**config.mk**
```make
export PLATFORM = sky130hd
export DESIGN_NAME = multi_timer
export DESIGN_NICKNAME = d
export VERILOG_FILES = /design/src/rtl/multi_timer_pkg.sv /design/src/rtl/timer_channel.sv /design/src/rtl/multi_timer.sv
export SDC_FILE = /design/constraint.sdc
export NUM_CORES = 1
export LEC_CHECK = 0
export BUFFER_PORTS_ARGS = -buffer_cell sky130_fd_sc_hd__buf_2
export CORE_MARGIN = 10
export CORE_UTILIZATION = 52
export DETAILED_ROUTE_END_ITERATION = 16
export PLACE_DENSITY_LB_ADDON = 0.15
export SLEW_MARGIN = 20
export SYNTH_ARGS = -nofsm -noshare
export SYNTH_HDL_FRONTEND = slang
export SYNTH_SLANG_ARGS = --single-unit
```
**constraint.sdc**
```tcl
create_clock -name clk_104mhz -period 2.7 [get_ports clk_104mhz]
set_input_delay 0 -clock clk_104mhz [delete_from_list [all_inputs] [get_ports clk_104mhz]]
set_output_delay 0 -clock clk_104mhz [all_outputs]
set_load 0.03 [all_outputs]
```
**src/rtl/multi_timer_pkg.sv**
```systemverilog
// rtl/multi_timer_pkg.sv - shared state/mode types and default prescaler divide for multi_timer
package multi_timer_pkg;

  typedef enum logic {IDLE, COUNTING} tmr_state_t;
  typedef enum logic {ONE_SHOT, PERIODIC} tmr_mode_t;

  localparam int DEFAULT_TICK_DIV = 104_000_000;

endpackage

```
**src/rtl/timer_channel.sv**
```systemverilog
// rtl/timer_channel.sv - one countdown channel: FSM, count and reload registers
module timer_channel
  import multi_timer_pkg::*;
#(
  parameter int CNT_W = 8
) (
  input  logic             clk_104mhz,
  input  logic             reset,
  input  logic             tick,
  input  logic             start,
  input  logic             stop,
  input  logic             periodic,
  input  logic [CNT_W-1:0] value,
  output logic             expired,
  output logic             busy,
  output logic [CNT_W-1:0] count
);

  localparam logic [CNT_W-1:0] ONE = CNT_W'(1);

  tmr_state_t       r_state, w_state_nxt;
  tmr_mode_t        r_mode, w_mode_nxt;
  logic [CNT_W-1:0] r_count, w_count_nxt;
  logic [CNT_W-1:0] r_reload, w_reload_nxt;
  logic             r_expired, w_expired_nxt;

  always_ff @(posedge clk_104mhz or posedge reset) begin
    if (reset) begin
      r_state   <= IDLE;
      r_mode    <= ONE_SHOT;
      r_count   <= '0;
      r_reload  <= '0;
      r_expired <= 1'b0;
    end else begin
      r_state   <= w_state_nxt;
      r_mode    <= w_mode_nxt;
      r_count   <= w_count_nxt;
      r_reload  <= w_reload_nxt;
      r_expired <= w_expired_nxt;
    end
  end

  always_comb begin
    w_state_nxt   = r_state;
    w_mode_nxt    = r_mode;
    w_count_nxt   = r_count;
    w_reload_nxt  = r_reload;
    w_expired_nxt = 1'b0;
    if (start) begin
      w_state_nxt  = COUNTING;
      w_count_nxt  = value;
      w_reload_nxt = value;
      w_mode_nxt   = periodic ? PERIODIC : ONE_SHOT;
    end else if (stop) begin
      w_state_nxt = IDLE;
      w_count_nxt = '0;
    end else begin
      case (r_state)
        IDLE: w_count_nxt = '0;
        COUNTING: begin
          // A zero load expires on the next cycle regardless of tick and never reloads.
          if (r_count == '0) begin
            w_expired_nxt = 1'b1;
            w_state_nxt   = IDLE;
          end else if (tick) begin
            if (r_count == ONE) begin
              w_expired_nxt = 1'b1;
              if (r_mode == PERIODIC) begin
                w_count_nxt = r_reload;
              end else begin
                w_count_nxt = '0;
                w_state_nxt = IDLE;
              end
            end else begin
              w_count_nxt = r_count - ONE;
            end
          end
        end
        default: w_state_nxt = IDLE;
      endcase
    end
  end

  assign expired = r_expired;
  assign busy    = (r_state == COUNTING);
  assign count   = r_count;

endmodule

```
**src/rtl/multi_timer.sv**
```systemverilog
// rtl/multi_timer.sv - N-channel countdown timer with shared tick prescaler (optional MULTI_TIMER_PAUSE_EN)
module multi_timer
  import multi_timer_pkg::*;
#(
  parameter int N_CH     = 4,
  parameter int CNT_W    = 8,
  parameter int TICK_DIV = DEFAULT_TICK_DIV
) (
  input  logic                  clk_104mhz,
  input  logic                  reset,
  input  logic [N_CH-1:0]       start,
  input  logic [N_CH-1:0]       stop,
  input  logic [N_CH-1:0]       periodic,
  input  logic [N_CH*CNT_W-1:0] value,
`ifdef MULTI_TIMER_PAUSE_EN
  input  logic                  pause,
`endif
  output logic [N_CH-1:0]       expired,
  output logic [N_CH-1:0]       busy,
  output logic [N_CH*CNT_W-1:0] count
);

  localparam int            PW   = $clog2(TICK_DIV);
  localparam logic [PW-1:0] LAST = PW'(TICK_DIV - 1);

  logic [PW-1:0] r_presc;
  logic          r_tick;
  logic          w_run;

`ifdef MULTI_TIMER_PAUSE_EN
  assign w_run = ~pause;
`else
  assign w_run = 1'b1;
`endif

  // Free-running; a start never realigns the tick phase.
  always_ff @(posedge clk_104mhz or posedge reset) begin
    if (reset) begin
      r_presc <= '0;
      r_tick  <= 1'b0;
    end else if (w_run) begin
      r_tick  <= (r_presc == LAST);
      r_presc <= (r_presc == LAST) ? '0 : r_presc + PW'(1);
    end else begin
      r_tick  <= 1'b0;
    end
  end

  for (genvar g = 0; g < N_CH; g++) begin : g_ch
    timer_channel #(
      .CNT_W(CNT_W)
    ) u_ch (
      .clk_104mhz(clk_104mhz),
      .reset     (reset),
      .tick      (r_tick),
      .start     (start[g]),
      .stop      (stop[g]),
      .periodic  (periodic[g]),
      .value     (value[g*CNT_W +: CNT_W]),
      .expired   (expired[g]),
      .busy      (busy[g]),
      .count     (count[g*CNT_W +: CNT_W])
    );
  end

endmodule
```
==> out/metrics.yaml, run 1 <==
run_status: "completed"
diodes: 0
syn_nets: 679
share_of_total_power_in_the_clock_network_pct: 31.6
worst_setup_path_startpoint: "g_ch[0].u_ch.count[4]"
synth-seq-cells: 104
crit-reg2reg-capture: "g_ch[0].u_ch.count[5]"
synth_enable_flop_cells: 0
maximum_clock_frequency_ghz: 0.452
netSwitchingFraction_pct: 29.8
post_dp_cell_area_mm2: 0.00619
dpl_worst_slack_ns: 0.522
timing.critical_path.depth: 4
worst_slew_pin_slew_ns: 0.724
total_power_uw: 3690
seq_power_share_pct: 48.7
drt-wirelength-per-cell_um: 16.1
max_cap_viol_count: 0
grt_setup_unrepaired: "no"
most_frequently_used_flop_master_after_synthesis: "dfrtp_1"
static_leakage_power_uw: 0.00317
cts_buffers: 9
power.ir.vdd_worst_mv: 0.398
finClkSkew_ns: 0.0116
final_antenna_net_count: 0
fin_crit_ns: 2.21
clock_tree.buffer_depth: 2
num_rows: 38
synth-seq-area-share_pct: 45.6
cp-end-kind: "flop"
cts_sinks: 104
fin_tns_setup_ns: 0
cts_tree: "done"
syn_inst: 620
summed_instance_area_of_the_synthesized_netlist_mm2: 0.00570
worstPathMaxFanout: 12
worst_slew_margin_rel_pct: 51.6
netlist-cell-type-count: 61
grt_pass1_vias: 4778
route.detailed.vias_per_inst: 5.58
finalHoldViolCount: 0
detail_route.wirelength_um: 14000
antenna_found_initial: 0
syn_area_per_cell_um2: 9.20
via_count: 4875
io_pins: 86
setup_viol: 0
grt_first_pass_wirelength_um: 23500
cts.htree.levels: 3
power.share.combinational_pct: 19.7
layout.cell_area.non_filler_mm2: 0.00684
numPortBuffers: 85
timing.final.crit_share_pct: 82.0
clkTransAtPathRegs_ns: 0.10
worstPathBufferInverterCount: 0
crit_type: "flop to flop"
first_iter_violations: 358
timing.critical_path.required_ns: 2.97
reg2reg_setup_slack_ns: 0.49
place.gp.congestion: 0.900
layout-drive-gt1-share_pct: 18.4
timing.critical_path.slowest_cell_delay_ns: 0.71
worstRegToRegCells: 4
post-route-util_pct: 63.3
n_fill_cell: 889
end_point_of_the_critical_path: "g_ch[0].u_ch.count[5]"
die_width_um: 125
grt_use_total_pct: 17.7
drt_pass1_iterations: 5
drc: 0
power.switching_uw: 1100
clk-insertion-delay-late_ns: 0.39
p_per_area_mw_per_mm2: 540
floorplan.core_area_mm2: 0.0108
mostFrequentLayoutCells: "104 x dfrtp_1, 85 x buf_2, 63 x nor2_1"
min_path_type: "primary input to flop"
pin_count_of_the_biggest_net_entering_global_routing: 74
crit_arrival_ns: 2.49
p_int_uw: 2590
worstReg2RegStart: "g_ch[0].u_ch.count[4]"
final_nets: 788
die_h_um: 125
timing_max_transition_violations_final: 0
layout-area-overhead-vs-synth_pct: 19.9
cpLargestDelayFamily: "simple AND/OR/NAND/NOR gates"
synthArstFlopShare_pct: 100
post-route-worst-setup-slack_ns: 0.486
synth-warning-count: 0
initial_utilization_pct: 52.8
layout_commonest_cell: "dfrtp_1"
cp-start-kind: "flop"
clock-root-buffer: "clkbuf_8"
dp_hpwl_um: 9720
die_area_mm2: 0.0156
grt_overflow_total: 0
worstPathCellList: "or4_1 > o41ai_4 > nand2_2 > o221a_2"
crit_path_top_delay_cell: "or4_1"
-- power groups by stage --
stage	Combinational, µW	Sequential (µW)	Clock, µW
after CTS	731	1790	1190
after global routing	807	1820	1250
after detailed placement	683	1820	0
final	728	1800	1170
after global placement	670	1820	0
after floorplan	418	1880	0
-- through the flow --
stage	hold slack, ns	cells
after floorplan	0.123	620
after global placement	0.150	817
after detailed placement	0.163	817
after CTS	0.0160	873
after global routing	0.0582	873
final	0.0270	873
-- worst min path at each step --
stage	from	endpoint	slack, ns	cells past startpoint
floorplan	value[17]	g_ch[2].u_ch.count[1]	0.12	2
global placement	reset	g_ch[3].u_ch.r_mode	0.15	2
detailed placement	reset	g_ch[3].u_ch.r_mode	0.16	2
CTS	start[2]	g_ch[2].u_ch.count[1]	0.02	3
global route	start[3]	g_ch[3].u_ch.r_reload[0]	0.06	2
finish	start[2]	g_ch[2].u_ch.count[1]	0.03	3
-- kinds of logic after synthesis --
| kind of cell | share of synthesized area [%] |
|---|---|
| and+or+nand+nor | 21.0 |
| AOI/OAI and AO/OA | 16.1 |
| DFF | 45.6 |
| buffers and inverters | 6.21 |
| xor gates and xnor gates | 5.84 |
| adders and majority gates | 2.85 |
| muxes | 2.33 |
-- synth_stat cells (17+ instances only) --
cell | count | area (µm²)
dfrtp_1 | 104 | 2600
nor2_1 | 63 | 236
nand2_1 | 60 | 225
o21ai_0 | 51 | 255
inv_1 | 44 | 165
a21oi_1 | 24 | 120
xor2_1 | 21 | 184
clkbuf_1 | 19 | 71.3
nand3_1 | 18 | 90.1
a31oi_1 | 17 | 106
nor3_1 | 17 | 85.1
xnor2_1 | 17 | 149
-- layout make-up --
cell class	instances	area [µm²]	share of cell area, %
clock inverters	3	90.1	1.32
flip-flops and latches	104	2600	38.1
clock buffers	12	145	2.12
well taps	140	175	2.56
repair buffers	134	908	13.3
multi-input cells	436	2750	40.2
inverters	44	169	2.47
-- sequential cells by signal, summed over array words and instances (netlist names) --
name,flops
g_ch.u_ch.expired,4
r_presc,27
g_ch.u_ch.busy,4
r_tick,1
g_ch.u_ch.r_reload,32
g_ch.u_ch.count,32
g_ch.u_ch.r_mode,4
-- metal layers --
| layer | up-vias | GRT usage, % | share of wire, % |
|---|---|---|---|
| met2 | 129 | 29.5 | 50 |
| met3 | 7 | 5.19 | 5.9 |
| met1 | 2353 | 22.3 | 44 |
| met4 | 0 | 3.43 | 0.74 |
| li1 | 2386 | - | - |
| met5 | - | 0 | 0 |
-- worst register-to-register path, stage by stage, from the launching register on --
cell     delay (ns)
dfrtp_1        0.44
or4_1          0.71
o41ai_4        0.40
nand2_2        0.25
o221a_2        0.30
-- timing repair --
| item | 4_1_cts | 5_1_grt |
|---|---|---|
| endpoints found under the hold margin | 100 | 0 |
| resized for setup | 0 | 0 |
| setup buffers | 0 | 0 |
| hold buffers | 41 | 0 |
Power figures use the tool's default switching activity.
==> inputs of run 2 (changes only) <==
--- a/config.mk
+++ b/config.mk
@@ -7,7 +7,7 @@
 export LEC_CHECK = 0
 export BUFFER_PORTS_ARGS = -buffer_cell sky130_fd_sc_hd__buf_2
 export CORE_MARGIN = 10
-export CORE_UTILIZATION = 52
+export CORE_UTILIZATION = 57
 export DETAILED_ROUTE_END_ITERATION = 16
 export PLACE_DENSITY_LB_ADDON = 0.15
 export SLEW_MARGIN = 20
==> constraint.sdc (replaced) <==
create_clock -name clk_104mhz -period 2.2 [get_ports clk_104mhz]
set_input_delay 0 -clock clk_104mhz [delete_from_list [all_inputs] [get_ports clk_104mhz]]
set_output_delay 0 -clock clk_104mhz [all_outputs]
set_load 0.03 [all_outputs]
==> run 2 against run 1 <==
- combinational power increased by 27%
- design area is 0.75% higher
- non-clock buffer count is 13 higher
- critical path depth unchanged
- largest cell class unchanged
- largest power group unchanged
==> out/metrics.yaml, run 2 (synthesis gave the netlist of run 1 again) <==
holdPathStages: 3  # unchanged
worst_slew_pin_slew_ns: 0.549  # was 0.724 ns
power.ir.vdd_worst_mv: 0.543  # was 0.398 mV
die_width_um: 120  # was 125 µm
finalHoldViolCount: 0  # unchanged
dp_hpwl_um: 9740  # was 9720 µm
reg2reg_setup_slack_ns: 0.09  # was 0.49 ns
first_iter_violations: 634  # was 358
die_area_mm2: 0.0144  # was 0.0156 mm²
final_antenna_net_count: 0  # unchanged
cts_buffers: 9  # unchanged
pin_count_of_the_biggest_net_entering_global_routing: 105  # was 74
initial_utilization_pct: 58.3  # was 52.8%
timing.final.crit_share_pct: 96.1  # was 82.0%
drc: 0  # unchanged
clk-insertion-delay-late_ns: 0.37  # was 0.39 ns
grt_setup_unrepaired: "no"  # unchanged
crit_type: "flop to flop"  # unchanged
antenna_found_initial: 0  # unchanged
floorplan.core_area_mm2: 0.00977  # was 0.0108 mm²
layout_commonest_cell: "dfrtp_1"  # unchanged
num_rows: 36  # was 38
dp.cells: 821  # was 817
place.gp.congestion: 0.872  # was 0.900
cts_tree: "done"  # unchanged
worstPathMaxFanout: 12  # unchanged
worstReg2RegStart: "g_ch[0].u_ch.count[5]"  # was g_ch[0].u_ch.count[4]
clkTransAtPathRegs_ns: 0.09  # was 0.10 ns
min_path_type: "primary input to flop"  # unchanged
clock-root-buffer: "clkbuf_8"  # unchanged
crit_arrival_ns: 2.37  # was 2.49 ns
cp-end-kind: "flop"  # unchanged
layout-drive-gt1-share_pct: 19.8  # was 18.4%
timing_max_transition_violations_final: 0  # unchanged
drt-wirelength-per-cell_um: 16.0  # was 16.1 µm
worstRegToRegCells: 4  # unchanged
clock_tree.buffer_depth: 2  # unchanged
layout-area-overhead-vs-synth_pct: 20.8  # was 19.9%
io_pins: 86  # unchanged
cts.htree.levels: 3  # unchanged
cp-start-kind: "flop"  # unchanged
grt_overflow_total: 0  # unchanged
crit-reg2reg-capture: "g_ch[0].u_ch.count[5]"  # unchanged
numPortBuffers: 85  # unchanged
total_power_uw: 4330  # was 3690 µW
p_per_area_mw_per_mm2: 629  # was 540 mW/mm²
n_fill_cell: 765  # was 889
max_cap_viol_count: 0  # unchanged
maximum_clock_frequency_ghz: 0.473  # was 0.452 GHz
grt_first_pass_wirelength_um: 24100  # was 23,500 µm
mostFrequentLayoutCells: "104 x dfrtp_1, 85 x buf_2, 63 x nor2_1"  # unchanged
worst_slew_margin_rel_pct: 63.4  # was 51.6%
final_nets: 801  # was 788
drt_pass1_iterations: 5  # unchanged
layout.cells.non_filler: 879  # was 873
grt_pass1_vias: 4993  # was 4,778
fin_worst_hold_slack_ns: 0.0572  # was 0.0270 ns
static_leakage_power_uw: 0.00322  # was 0.00317 µW
run_status: "completed"  # unchanged
detail_route.wirelength_um: 14100  # was 14,000 µm
fin_tns_setup_ns: 0  # unchanged
via_count: 4981  # was 4,875
worst_setup_path_startpoint: "g_ch[0].u_ch.count[5]"  # was g_ch[0].u_ch.count[4]
timing.critical_path.required_ns: 2.46  # was 2.97 ns
setup_viol: 0  # unchanged
die_h_um: 120  # was 125 µm
route.detailed.vias_per_inst: 5.67  # was 5.58
finClkSkew_ns: 0.0101  # was 0.0116 ns
cts_sinks: 104  # unchanged
fin_crit_ns: 2.11  # was 2.21 ns
grt_use_total_pct: 19.8  # was 17.7%
diodes: 0  # unchanged
end_point_of_the_critical_path: "g_ch[0].u_ch.count[5]"  # unchanged
[run 2: layout make-up]
| type | count | area [µm²] | share of cell area (%) |
|---|---|---|---|
| clock buffers | 13 | 159 | 2.31 |
| clock inverters | 2 | 38.8 | 0.563 |
| well taps | 133 | 166 | 2.42 |
| repair buffers | 147 | 1010 | 14.6 |
| multi-input cells | 436 | 2750 | 39.9 |
| inverters | 44 | 169 | 2.45 |
| flip-flops and latches | 104 | 2600 | 37.8 |
[run 2: routing by layer]
layer | vias up | wire length, µm | GRT usage (%)
met5 | - | 0 | 0
met4 | 0 | 268 | 6.56
met3 | 28 | 849 | 4.69
met2 | 158 | 6740 | 31.5
met1 | 2381 | 6230 | 25.9
li1 | 2414 | - | -
[run 2: worst min path at each step]
stage | from | to | slack, ns
6_report | start[2] | g_ch[2].u_ch.count[1] | 0.06
3_3_place_gp | reset | g_ch[3].u_ch.r_mode | 0.21
3_5_place_dp | reset | g_ch[3].u_ch.r_mode | 0.21
4_1_cts | start[2] | g_ch[2].u_ch.count[1] | 0.04
2_1_floorplan | value[17] | g_ch[2].u_ch.count[1] | 0.12
5_1_grt | start[3] | g_ch[3].u_ch.r_reload[6] | 0.07
[run 2: repair_timing]
action	in CTS	in global routing
endpoints found under the hold margin	172	0
buffers inserted	0	2
resized for setup	0	0
setup endpoints to repair	0	5
hold buffers	41	0
[run 2: where the power goes]
group          internal, µW  total (µW)  switching, µW
clock network           586        1210            622
registers              2040        2200            161
logic                   375         921            546
total                  3000        4330           1330
[run 2: per-stage QoR]
stage          utilization [%]  setup slack (ns)  instance area (µm²)
2_1_floorplan                -             0.154                 5710
3_3_place_gp              64.1             0.168                 6260
3_5_place_dp              64.1            0.0880                 6260
4_1_cts                   70.3            0.0390                 6870
5_1_grt                   70.5           0.00688                 6890
6_report                  70.5            0.0865                 6890
[run 2: critical path: stages (launching register included)]
cell,delay (ns)
dfrtp_1,0.44
or4_1,0.72
o41ai_4,0.31
nand2_2,0.23
o221a_2,0.31
==> inputs of run 3 (changes only) <==
--- a/config.mk
+++ b/config.mk
@@ -5,9 +5,10 @@
 export SDC_FILE = /design/constraint.sdc
 export NUM_CORES = 1
 export LEC_CHECK = 0
+export ABC_AREA = 1
 export BUFFER_PORTS_ARGS = -buffer_cell sky130_fd_sc_hd__buf_2
 export CORE_MARGIN = 10
-export CORE_UTILIZATION = 57
+export CORE_UTILIZATION = 58
 export DETAILED_ROUTE_END_ITERATION = 16
 export PLACE_DENSITY_LB_ADDON = 0.15
 export SLEW_MARGIN = 20
==> run 3 against run 2 <==
- the flow now finishes with violations (hold timing)
- critical path depth grew 6
- die area grew 6.3%
- final cell count grew 34%
- maximum frequency is 22% higher
- count of clock-buffer cells in the layout is 2 higher
- global-route usage up 2.4 points
- worst setup slack improved by 0.39 ns
- combinational power up 19%
==> out/metrics.yaml, run 3 <==
first_iter_violations: 497  # was 634
layout.cells.non_filler: 1180  # was 879
drt_pass1_iterations: 7  # was 5
die_h_um: 124  # was 120 µm
syn_nets: 962  # was 679
post-route-worst-setup-slack_ns: 0.474  # was 0.0865 ns
dp_hpwl_um: 11400  # was 9740 µm
grt_overflow_total: 0  # unchanged
drt-wirelength-per-cell_um: 14.0  # was 16.0 µm
layout_commonest_cell: "nand2_1"  # was dfrtp_1
fin_tns_setup_ns: 0  # unchanged
post-synth-top-area-fraction_pct: 41.7  # was 45.6%
worstRegToRegCells: 10  # was 4
final_nets: 1096  # was 801
synthArstFlopShare_pct: 100  # unchanged
syn_inst: 903  # was 620
violations: "hold timing"
summed_instance_area_of_the_synthesized_netlist_mm2: 0.00624  # was 0.00570 mm²
grt_first_pass_wirelength_um: 27500  # was 24,100 µm
clock-root-buffer: "clkbuf_8"  # unchanged
min_path_type: "primary input to flop"  # unchanged
layout-area-overhead-vs-synth_pct: 20.3  # was 20.8%
maximum_clock_frequency_ghz: 0.579  # was 0.473 GHz
cp-end-kind: "flop"  # unchanged
synth-warning-count: 0  # unchanged
mostFrequentLayoutCells: "361 x nand2_1, 122 x nor2_1, 104 x dfrtp_1"  # was 104 x dfrtp_1, 85 x buf_2, 63 x nor2_1
power.ir.vdd_worst_mv: 0.350  # was 0.543 mV
fin_worst_hold_slack_ns: -0.00445  # was 0.0572 ns
timing_max_transition_violations_final: 0  # unchanged
run_status: "finished, violations left"  # was completed
post_synth_most_frequent_cells: "361 x nand2_1, 122 x nor2_1, 104 x dfrtp_1"  # was 104 x dfrtp_1, 63 x nor2_1, 60 x nand2_1
layout-drive-gt1-share_pct: 13.4  # was 19.8%
die_area_mm2: 0.0153  # was 0.0144 mm²
detail_route.wirelength_um: 16500  # was 14,100 µm
yosysMostFrequentCell: "nand2_1"  # was dfrtp_1
worstPathMaxFanout: 12  # unchanged
grt_use_total_pct: 22.1  # was 19.8%
max_cap_viol_count: 0  # unchanged
clock_tree.buffer_depth: 2  # unchanged
synth-seq-cells: 104  # unchanged
netlist-cell-type-count: 28  # was 61
route.detailed.vias_per_inst: 5.21  # was 5.67
antenna_found_initial: 1  # was 0
clkTransAtPathRegs_ns: 0.11  # was 0.09 ns
pin_count_of_the_biggest_net_entering_global_routing: 65  # was 105
finClkSkew_ns: 0.0193  # was 0.0101 ns
floorplan.core_area_mm2: 0.0104  # was 0.00977 mm²
synth.area.top_cells: "dfrtp_1 42%, nand2_1 22%, nor2_1 7.3%"  # was dfrtp_1 46%, o21ai_0 4.5%, nor2_1 4.1%
dp.cells: 1100  # was 821
via_count: 6144  # was 4,981
io_pins: 86  # unchanged
static_leakage_power_uw: 0.00391  # was 0.00322 µW
initial_utilization_pct: 59.9  # was 58.3%
total_power_uw: 4510  # was 4330 µW
grt_setup_unrepaired: "no"  # unchanged
clk-insertion-delay-late_ns: 0.38  # was 0.37 ns
finalHoldViolCount: 1  # was 0
fin_crit_ns: 1.73  # was 2.11 ns
p_per_area_mw_per_mm2: 601  # was 629 mW/mm²
synth-seq-area-share_pct: 41.7  # was 45.6%
num_rows: 37  # was 36
worst_slew_pin_slew_ns: 0.557  # was 0.549 ns
place.gp.congestion: 0.936  # was 0.872
syn_area_per_cell_um2: 6.91  # was 9.20 µm²
worst_slew_margin_rel_pct: 62.8  # was 63.4%
grt_pass1_vias: 5731  # was 4,993
drc: 0  # unchanged
crit_arrival_ns: 2.04  # was 2.37 ns
numPortBuffers: 85  # unchanged
die_width_um: 124  # was 120 µm
final_antenna_net_count: 0  # unchanged
cts_sinks: 104  # unchanged
timing.final.crit_share_pct: 78.5  # was 96.1%
most_frequently_used_flop_master_after_synthesis: "dfrtp_1"  # unchanged
holdPathStages: 3  # unchanged
setup_viol: 0  # unchanged
cp-start-kind: "flop"  # unchanged
crit_type: "flop to flop"  # unchanged
cts_buffers: 9  # unchanged
cts_tree: "done"  # unchanged
post-cts-setup-buffer-count: 0  # unchanged
synth_enable_flop_cells: 0  # unchanged
cts.htree.levels: 3  # unchanged
timing.critical_path.required_ns: 2.51  # was 2.46 ns
dpl_worst_slack_ns: 0.501  # was 0.0880 ns
synth_largest_area_cell: "dfrtp_1"  # unchanged
[run 3: cell types whose count changed after synthesis, sizes merged, moves of 17 or more]
cell / delta
nand2: +308
nand3: +48
inv: +43
o21ai: -40
nor2: +70
a21oi: +17
[run 3: final timing paths]
check | to | slack (ns) | startpoint
min | g_ch[3].u_ch.r_reload[5] | -0.004 | start[3]
max | g_ch[2].u_ch.count[0] | 0.47 | g_ch[2].u_ch.count[1]
min in group asynchronous | g_ch[2].u_ch.count[0] | 0.14 | reset
max reg2reg | g_ch[2].u_ch.count[0] | 0.47 | g_ch[2].u_ch.count[1]
min reg2reg | g_ch[0].u_ch.r_reload[2] | 0.48 | g_ch[0].u_ch.r_reload[2]
max in group asynchronous | r_tick | 1.40 | reset
[run 3: critical path, stage by stage, from the launching register on]
cell,delay [ns]
dfrtp_1,0.42
inv_1,0.11
ha_1,0.15
nand2_1,0.06
nor2_2,0.36
inv_1,0.23
nand2_1,0.11
nand3_1,0.07
nand2_1,0.06
nand2_1,0.05
nand2_1,0.06
[run 3: layout make-up]
cell class / instances / area (µm²)
Antenna cell: 2 / 5.00
Inverter: 88 / 334
Clock buffer: 15 / 186
Multi-Input combinational cell: 684 / 3120
Clock inverter: 1 / 8.76
Timing Repair Buffer: 150 / 1080
Tap cell: 136 / 170
Fill cell: 870 / 2910
Sequential cell: 104 / 2600
[run 3: kinds of logic after synthesis]
| kind of cell | share of synthesized area [%] |
|---|---|
| and+or+nand+nor | 38.8 |
| buffers and inverters | 8.34 |
| adders and majority gates | 2.61 |
| AOI/OAI and AO/OA | 5.47 |
| DFF | 41.7 |
| xor gates and xnor gates | 3.09 |
[run 3: routing by layer]
metal  part of all wire, %  track usage (%)  vias to the layer above  routed length [µm]
met5                     0                0                        -                   0
met4                   3.1             8.59                        0                 505
met3                   7.3             4.25                       45                1220
met2                    46             33.9                      227                7530
met1                    44             30.4                     2811                7290
li1                      -                -                     3061                   -
[run 3: through the flow]
stage	area, µm²	util (%)
final	7500	72.0
after global routing	7500	72.0
after CTS	7500	72.0
after detailed placement	6680	64.2
after global placement	6680	64.2
after floorplan	6240	-
[run 3: what timing repair did]
action                    4_1_cts  5_1_grt
hold endpoints to repair      143        0
resized for setup               0        0
hold buffers                   62        0
[run 3: report_power, final]
part	switching, µW	internal (µW)	leakage (µW)
Clock	668	541	0.000100
Combinational	698	397	0.00250
Sequential	162	2040	0.00131
Total	1530	2980	0.00391
